===== src/rtl/vector_reducer_pkg.sv =====
// Shared types and saturation bounds for the frame-level vector reducer.
`timescale 1ns/1ps
package vector_reducer_pkg;

   typedef enum logic [1:0] {
      OP_SUM  = 2'b00,
      OP_MAX  = 2'b01,
      OP_MIN  = 2'b10,
      OP_RSVD = 2'b11
   } reduce_op_e;

   typedef enum logic {
      IDLE  = 1'b0,
      ACCUM = 1'b1
   } state_e;

   localparam int unsigned MAX_DATA_WIDTH = 64;

   // Largest representable signed value for a lane of the given width.
   function automatic logic signed [MAX_DATA_WIDTH-1:0] sat_max(input int unsigned width);
      return (64'sd1 <<< (width - 1)) - 64'sd1;
   endfunction

   function automatic logic signed [MAX_DATA_WIDTH-1:0] sat_min(input int unsigned width);
      return -(64'sd1 <<< (width - 1));
   endfunction

endpackage


===== src/rtl/vector_reducer_lane.sv =====
// One lane of the reducer: combines the running accumulator with a new sample.
`timescale 1ns/1ps
module reduce_lane
   import vector_reducer_pkg::*;
#(
   parameter int DATA_WIDTH = 32
) (
   input  logic [DATA_WIDTH-1:0] acc,
   input  logic [DATA_WIDTH-1:0] data,
   input  logic [1:0]            op,
   input  logic                  load,
   output logic [DATA_WIDTH-1:0] next_acc,
   output logic                  sat
);

   localparam logic [DATA_WIDTH-1:0] SAT_HI = DATA_WIDTH'(sat_max(DATA_WIDTH));
   localparam logic [DATA_WIDTH-1:0] SAT_LO = DATA_WIDTH'(sat_min(DATA_WIDTH));

   logic [DATA_WIDTH:0] sum;
   logic                acc_gt_data;

   // One guard bit: the two top bits disagree exactly when the sum left the lane range.
   assign sum         = {acc[DATA_WIDTH-1], acc} + {data[DATA_WIDTH-1], data};
   assign acc_gt_data = $signed(acc) > $signed(data);

   always_comb begin
      // NOTE: every output gets a default first so no path leaves it unassigned (no latch).
      next_acc = data;
      sat      = 1'b0;
      if (!load) begin
         case (reduce_op_e'(op))
            OP_MAX: next_acc = acc_gt_data ? acc : data;
            OP_MIN: next_acc = acc_gt_data ? data : acc;
            default: begin
               if (sum[DATA_WIDTH] != sum[DATA_WIDTH-1]) begin
                  sat      = 1'b1;
                  next_acc = sum[DATA_WIDTH] ? SAT_LO : SAT_HI;
               end else begin
                  next_acc = sum[DATA_WIDTH-1:0];
               end
            end
         endcase
      end
   end

endmodule


===== src/rtl/vector_reducer.sv =====
// Reduces every vector of a frame lane-by-lane (sum/max/min) and emits one result per frame.
`timescale 1ns/1ps
module vector_reducer
   import vector_reducer_pkg::*;
#(
   parameter int N           = 8,
   parameter int DATA_WIDTH  = 32,
   parameter int COUNT_WIDTH = 16
) (
   input  logic                   clk_in,
   input  logic                   rst_n_in,
   input  logic                   valid_in,
   input  logic                   eof_in,
   input  logic [DATA_WIDTH-1:0]  vector_in [N-1:0],
   input  logic [1:0]             op_in,
   output logic                   valid_out,
   output logic [DATA_WIDTH-1:0]  vector_out [N-1:0],
   output logic [COUNT_WIDTH-1:0] count_out,
   output logic                   overflow_out
);

   localparam logic [COUNT_WIDTH-1:0] COUNT_ONE = COUNT_WIDTH'(1);
   localparam logic [COUNT_WIDTH-1:0] COUNT_MAX = '1;

   state_e                 state;
   logic [DATA_WIDTH-1:0]  acc      [N-1:0];
   logic [DATA_WIDTH-1:0]  next_acc [N-1:0];
   logic [N-1:0]           lane_sat;
   logic [1:0]             frame_op;
   logic [1:0]             lane_op;
   logic                   frame_ovf;
   logic                   next_ovf;
   logic                   load;
   logic [COUNT_WIDTH-1:0] count;
   logic [COUNT_WIDTH-1:0] next_count;

   // The first vector of a frame overwrites the accumulators and uses the live op.
   assign load       = (state == IDLE);
   assign lane_op    = load ? op_in : frame_op;
   assign next_ovf   = (frame_ovf & ~load) | (|lane_sat);
   assign next_count = load ? COUNT_ONE
                     : (count == COUNT_MAX) ? count : count + COUNT_ONE;

   for (genvar i = 0; i < N; i++) begin : g_lane
      reduce_lane #(
         .DATA_WIDTH (DATA_WIDTH)
      ) u_lane (
         .acc      (acc[i]),
         .data     (vector_in[i]),
         .op       (lane_op),
         .load     (load),
         .next_acc (next_acc[i]),
         .sat      (lane_sat[i])
      );
   end

   // NOTE: all state here uses non-blocking assignments so every register samples pre-edge values.
   always_ff @(posedge clk_in or negedge rst_n_in) begin
      if (!rst_n_in) begin
         state        <= IDLE;
         count        <= '0;
         frame_op     <= OP_SUM;
         frame_ovf    <= 1'b0;
         valid_out    <= 1'b0;
         count_out    <= '0;
         overflow_out <= 1'b0;
         // NOTE: the lane arrays are plain flops, not RAM, so resetting them element-wise is intended.
         for (int i = 0; i < N; i++) begin
            acc[i]        <= '0;
            vector_out[i] <= '0;
         end
      end else begin
         valid_out <= 1'b0;
         if (valid_in) begin
            for (int i = 0; i < N; i++) acc[i] <= next_acc[i];
            count     <= next_count;
            frame_ovf <= next_ovf;
            if (load) frame_op <= op_in;
            if (eof_in) begin
               state        <= IDLE;
               valid_out    <= 1'b1;
               count_out    <= next_count;
               overflow_out <= next_ovf;
               for (int i = 0; i < N; i++) vector_out[i] <= next_acc[i];
            end else begin
               state <= ACCUM;
            end
         end
      end
   end

endmodule


===== config.mk =====
export PLATFORM = sky130hd
export DESIGN_NAME = vector_reducer
export DESIGN_NICKNAME = d
export VERILOG_FILES = /design/src/rtl/vector_reducer_pkg.sv /design/src/rtl/vector_reducer_lane.sv /design/src/rtl/vector_reducer.sv
export SDC_FILE = /design/constraint.sdc
export NUM_CORES = 2
export LEC_CHECK = 0
export CORE_MARGIN = 2
export CORE_UTILIZATION = 40
export CTS_CLUSTER_SIZE = 25
export DETAILED_ROUTE_END_ITERATION = 12
export GPL_TIMING_DRIVEN = 1
export SLEW_MARGIN = 5
export SYNTH_ARGS = -nofsm -noshare
export SYNTH_HDL_FRONTEND = slang
export SYNTH_SLANG_ARGS = --single-unit

===== constraint.sdc =====
create_clock -name clk_in -period 8.2 [get_ports clk_in]
set_input_delay 1.23 -clock clk_in [delete_from_list [all_inputs] [get_ports clk_in]]
set_output_delay 1.23 -clock clk_in [all_outputs]
set_load 0.01 [all_outputs]

; After elaboration in Yosys (flattened, before gate mapping)
; Cells that the tools add are included.
; Widths: inputs -> output; s select.
[op_classes]
n_addsub = 9
n_mul = 0
div_mod_pow = 0
n_lt_le_gt_ge = 8
eq_ne = 11
n_shift = 0
mux = 78
bitwise = 2
n_reduce_logical = 3
[op_table]
columns = operator, n
row1 = $mux 32, 40
row2 = $pmux 32 s2, 8
row3 = $add 32x32->33, 8
row4 = $gt 32x32->1, 8
row5 = $mux 16, 2
row6 = $mux 1, 27
row7 = $add 16x1->16 const B, 1
row8 = $eq 16x16->1 const B, 1
row9 = $ne 1x1->1, 8
row10 = $reduce_or 8->1, 1
row11 = $eq 2x1->1 const B, 1
row12 = $eq 2x2->1 const B, 1
row13 = $mux 2, 1
row14 = $reduce_and 2->1, 1
row15 = $reduce_or 2->1, 1
row16 = $and 1x1->1, 1
row17 = $or 1x1->1, 1
[word_totals]
ff_bits = 550
latch_bits = 0
mem_bits_rw = 0
romBits = 0
in_bits = 262
output_inout_bits = 274
word_cells = 134
memories = 0

; Longest topological paths before layout
[depth]
ltp_word = 7
depth_mapped = 17
mapped_depth_nobuf = 14

; Modules after synthesis
; Synthesis repeated with hierarchy kept, for this count alone.
[hier_totals]
cells_unflattened = 5941
area_unflattened_um2 = 50484.7
[modules_own_cells]
columns = mod, instances, cells_each, area_per_inst_um2, seq_area_each_um2
row1 = vector_reducer, 1, 1837, 20967.6, 13763.2
row2 = reduce_lane at g_lane[5].u_lane ..., 3, 531, 3870.0, 0.0
row3 = reduce_lane at g_lane[2].u_lane ..., 3, 505, 3674.8, 0.0
row4 = reduce_lane at g_lane[1].u_lane, 1, 530, 3582.2, 0.0
row5 = reduce_lane at g_lane[0].u_lane, 1, 466, 3300.7, 0.0

; Worst setup path before layout
; OpenSTA, ideal clock, no wires.
[synth_path]
path_kind = input -> register
start = input vector_in[128] in the netlist's numbering
end = register acc[144] in the netlist's numbering
setup_ns = 0.088
arrival_time_ns = 4.129
t_required_ns = 8.112
slack_ns = 3.983
cell_stages = 15
n_path_buf = 1
cell_sequence = ha_1 -> inv_1 -> fa_1 -> or2_2 -> a221oi_1 -> o211a_1 -> o21ai_1 -> a21oi_1 -> a22oi_1 -> a211o_1 -> o221a_2 -> clkbuf_1 -> o21ai_0 -> nand3_1 -> a41oi_1
[synth_via]
elab_chain_len = 5
word_cells_on_any_way = 9
classes_between = 1 x add/sub / 1 x order compare / 1 x eq/ne / 6 x mux
[synth_lines]
columns = element, line
row1 = from (decl), vector_reducer.sv:14  ; input logic [DATA_WIDTH-1:0] vector_in [N-1:0],
row2 = $add 32x32->33, vector_reducer_lane.sv:23  ; assign sum = {acc[DATA_WIDTH-1], acc} + {data[DATA_WIDTH-1], data};
row3 = $mux 32 / $ne 1x1->1 (equally long branches), "vector_reducer_lane.sv:37, vector_reducer_lane.sv:35"
row4 = $mux 32, vector_reducer_lane.sv:35  ; if (sum[DATA_WIDTH] != sum[DATA_WIDTH-1]) begin
row5 = $pmux 32 s2 (*), vector_reducer_lane.sv:31  ; case (reduce_op_e'(op))
row6 = $mux 32 (*), vector_reducer_lane.sv:30  ; if (!load) begin
row7 = "to (signal, indexed assignment)", vector_reducer.sv:69  ; acc[i] <= '0;
row8 = to (decl), vector_reducer.sv:26  ; logic [DATA_WIDTH-1:0] acc [N-1:0];
; Every way passes the cells marked *; elsewhere a longest branch is shown, timed or not.
; A chain may end at the register's enable or synchronous reset.

; Worst setup path after layout
[layout_path]
start = input vector_in[27] in the netlist's numbering
end = register acc[4] in the netlist's numbering
; Same word-level chain as after synthesis.

==> key figures <==
Outcome
  • Status: finished, final reports clean

Floorplanning
  • Core area: 0.128 sq mm
  • Die X: 363 um
  • FP Rows: ~130
  • Initial Util: 0.403
  • Ports: between 500 and 600
  • Die Y: around 360 um
  • DIE AREA: 0.131 sq mm

Detailed routing
  • Remaining DRCs: 0
  • Post-DR wirelength/cell: 22.3 um
  • Uppermost routed layer: met5
  • Vias per cell: a little under 6
  • Routed Antenna Nets: 0
  • Routed metal-1 wirelength: a little under 90 mm
  • Routed wire length: 188 mm
  • Initial drt markers: between 3k and 4k
  • Met3 WL: 11.3 mm
  • Vias: 49.8k
  • Pre-antenna DRT Iters: 9
  • Metal2 WL: around 84 mm

Timing
  • Final Max Tran Viols: 0
  • Final hold slack: between 400 and 500 ps
  • Fin Setup TNS: 0 ps
  • Finish-stage setup viols: 0
  • Worst-case clock skew: around 32 ps
  • Min Tclk post-route: 5520 ps
  • Fin. Hold Viols: 0
  • Peak Freq: approximately 180 MHz
  • Least-Margin Pin Slew: ~1300 ps
  • Period utilization: 0.673
  • Final worst slack: 2680 ps
  • Worst slew margin: 0.134
  • RSZ-0062 raised after global routing: false

Power and ir drop
  • Clock power share: 0.158
  • Power density cells: 354 mW/mm^2
  • Sw Share: 0.475
  • Combinational share of power: 0.617
  • P_int: between 10000 and 15000 uW
  • Switching pwr: between 10000 and 15000 uW
  • Max VDD drop: between 0.15 and 0.2 mV
  • Sequential Power Share: 0.225
  • Leakage power total: between 0.02 and 0.03 uW

Global route
  • Initial antenna violation count: 36
  • Grt ovf: 0
  • GRT Resource Usage Total: 0.277
  • First-pass GRT wire length: a little under 300 mm
  • Vias in the first global route: between 40k and 50k
  • Pin count of the biggest net entering global routing: around 160

Clock network
  • CTS buffer count: 76
  • CTS tree: yes
  • Setup bufs post-CTS: 0
  • Post-CTS Resized: 0
  • H-tree depth: 3
  • Clock latency on the worst-skew pair: 680 ps
  • CTS clock-pin slew for the worst setup and hold paths: approximately 60 ps
  • Hold_buf cts: 0
  • Clk sinks: 550
  • CTS root buf: clkbuf_16
  • Clock Path Buffers: 3

Layout
  • Commonest non-fill, non-tap cell in the layout: nor2_1
  • Share of layout cells above drive strength 1: 0.0605
  • Most frequent cells in the layout: nor2_1 (688), a21oi_1 (644), dfrtp_1 (549)
  • Nets: 7495
  • Final core utilization: 0.473
  • Fill count: ~13k
  • Area Overhead vs Synth: 17.3%

Critical path
  • Crit start category: primary input
  • Setup crit end kind: flop
  • Critical Path RT: slightly below 9000 ps
  • CP arrival: 6030 ps
  • CP max FO: 63
  • Kind of critical path: in -> reg

Yosys
  • Post-synthesis cell count: about 6.5k
  • Yosys top cell area share: 0.268
  • Synth Cell Area: about 0.05 sq mm
  • Top area cells in the synthesized netlist: dfrtp_1 (27%), ha_1 (13%), a21oi_1 (6.3%), nor2_1 (5.0%), o21ai_0 (3.8%)
  • Post-synth EDFFs: 0
  • Yosys warnings: 0
  • Async S/R FF share, synth: 1.00
  • Synth Flop Type: dfrtp_1
  • Distinct cell type count of the synthesized netlist: roughly 110
  • #FFs+latches synth: 550
  • Syn_nets: 7246
  • Post-synthesis sequential area ratio: 0.268
  • Post-Syn Area per Cell: ~8.0 sq um
  • Synth area leader: dfrtp_1

Placed design
  • I/O Buffers: 535
  • Placed wire-length estimate: between 100 and 150 mm
  • Worst slack at placement: approximately 2000 ps
  • RePlAce Congestion: ~0.93

Hold path
  • HP Class: reg -> reg

Flow run
  • # Max-Cap Violations: 0
through the flow:
step | area [sq um] | std cells | power, uW
2_1_floorplan | 51400 | 6461 | 13500
3_3_place_gp | 57800 | 8294 | 17700
3_5_place_dp | 57800 | 8294 | 17900
4_1_cts | 60300 | 8426 | 21400
5_1_grt | 60300 | 8442 | 23000
6_report | 60300 | 8446 | 21400
worst max-delay path: stages:
cell,delay (ps)
clkdlybuf4s50_1,550
inv_1,110
ha_1,440
and3_1,220
nand4_1,170
nor4_1,650
o311ai_0,310
nand3_1,180
o21a_4,730
buf_4,370
mux2_2,350
a221oi_1,300
a211oi_1,100
a21oi_1,220
a21oi_1,90
registers in the layout, indices dropped and copies added, names as in the netlist:
register,flops
acc,256
count,16
count_out,16
frame_op,2
frame_ovf,1
overflow_out,1
state,1
valid_out,1
vector_out,256
synthesized netlist by cell type, drive strengths merged, types with 30 or more instances:
master and n:
a211oi 45, a21o 44, a21oi 649, a221o 71, a221oi 80, a31oi 188
a41oi 30, buf 102, clkbuf 320, dfrtp 550, ha 515, inv 511
mux2 138, mux2i 176, nand2 439, nand2b 60, nand3 78, nand4 62
nor2 691, nor2b 79, nor3 132, nor4 53, o211ai 66, o21a 32
o21ai 483, o21bai 74, o221ai 89, o31ai 100, xnor2 182, xor2 37
power groups by stage:
stage          Sequential [uW]  Clock [uW]  Combinational (uW)
3_5_place_dp              4830           0               13000
3_3_place_gp              4800           0               12900
4_1_cts                   4810        3470               13100
6_report                  4810        3370               13200
5_1_grt                   4950        3570               14500
2_1_floorplan             4720           0                8830
kinds of logic (layout without fill, tap and decap cells):
| logic type | Yosys count | in the layout | share of synthesized area |
|---|---|---|---|
| flip-flops | 550 | 550 | 0.268 |
| AO/OA/AOI/OAI | 2183 | 2183 | 0.276 |
| buffers and inverters | 936 | 1239 | 0.0713 |
| AND/OR/NAND/NOR | 1734 | 1734 | 0.154 |
| multiplexers | 314 | 314 | 0.0647 |
| adder cells (fa/ha/maj) | 525 | 525 | 0.129 |
| other | 0 | 20 | 0 |
| XOR/XNOR | 219 | 219 | 0.0373 |
layer usage:
layer | vias up | GRT usage
met5 | - | 0
met4 | 22 | 0.0971
met3 | 286 | 0.0530
met2 | 1448 | 0.438
met1 | 24109 | 0.376
li1 | 23939 | -
area by class of cell:
class | instances | area (sq um) | area share
multi-input cells | 4975 | 34100 | 0.566
well taps | 1662 | 2080 | 0.0345
flip-flops and latches | 550 | 13800 | 0.228
inverters | 514 | 1950 | 0.0323
clock inverters | 22 | 241 | 0.00400
diodes | 20 | 50.0 | 0.000830
repair buffers | 593 | 5880 | 0.0974
clock buffers | 110 | 2240 | 0.0372
worst paths after layout:
check | startpoint | end | slack [ps] | depth (start not counted)
setup reg to reg | state | vector_out[217] | 3310 | 10
hold / removal | vector_out[229] | vector_out[229] | 480 | 2
hold reg to reg | vector_out[229] | vector_out[229] | 480 | 2
setup / recovery | vector_in[27] | acc[4] | 2680 | 15
max in group asynchronous | rst_n_in | state | 5860 | 3
min in group asynchronous | rst_n_in | acc[110] | 580 | 1
No activity file was read; power rests on OpenSTA's default activity.
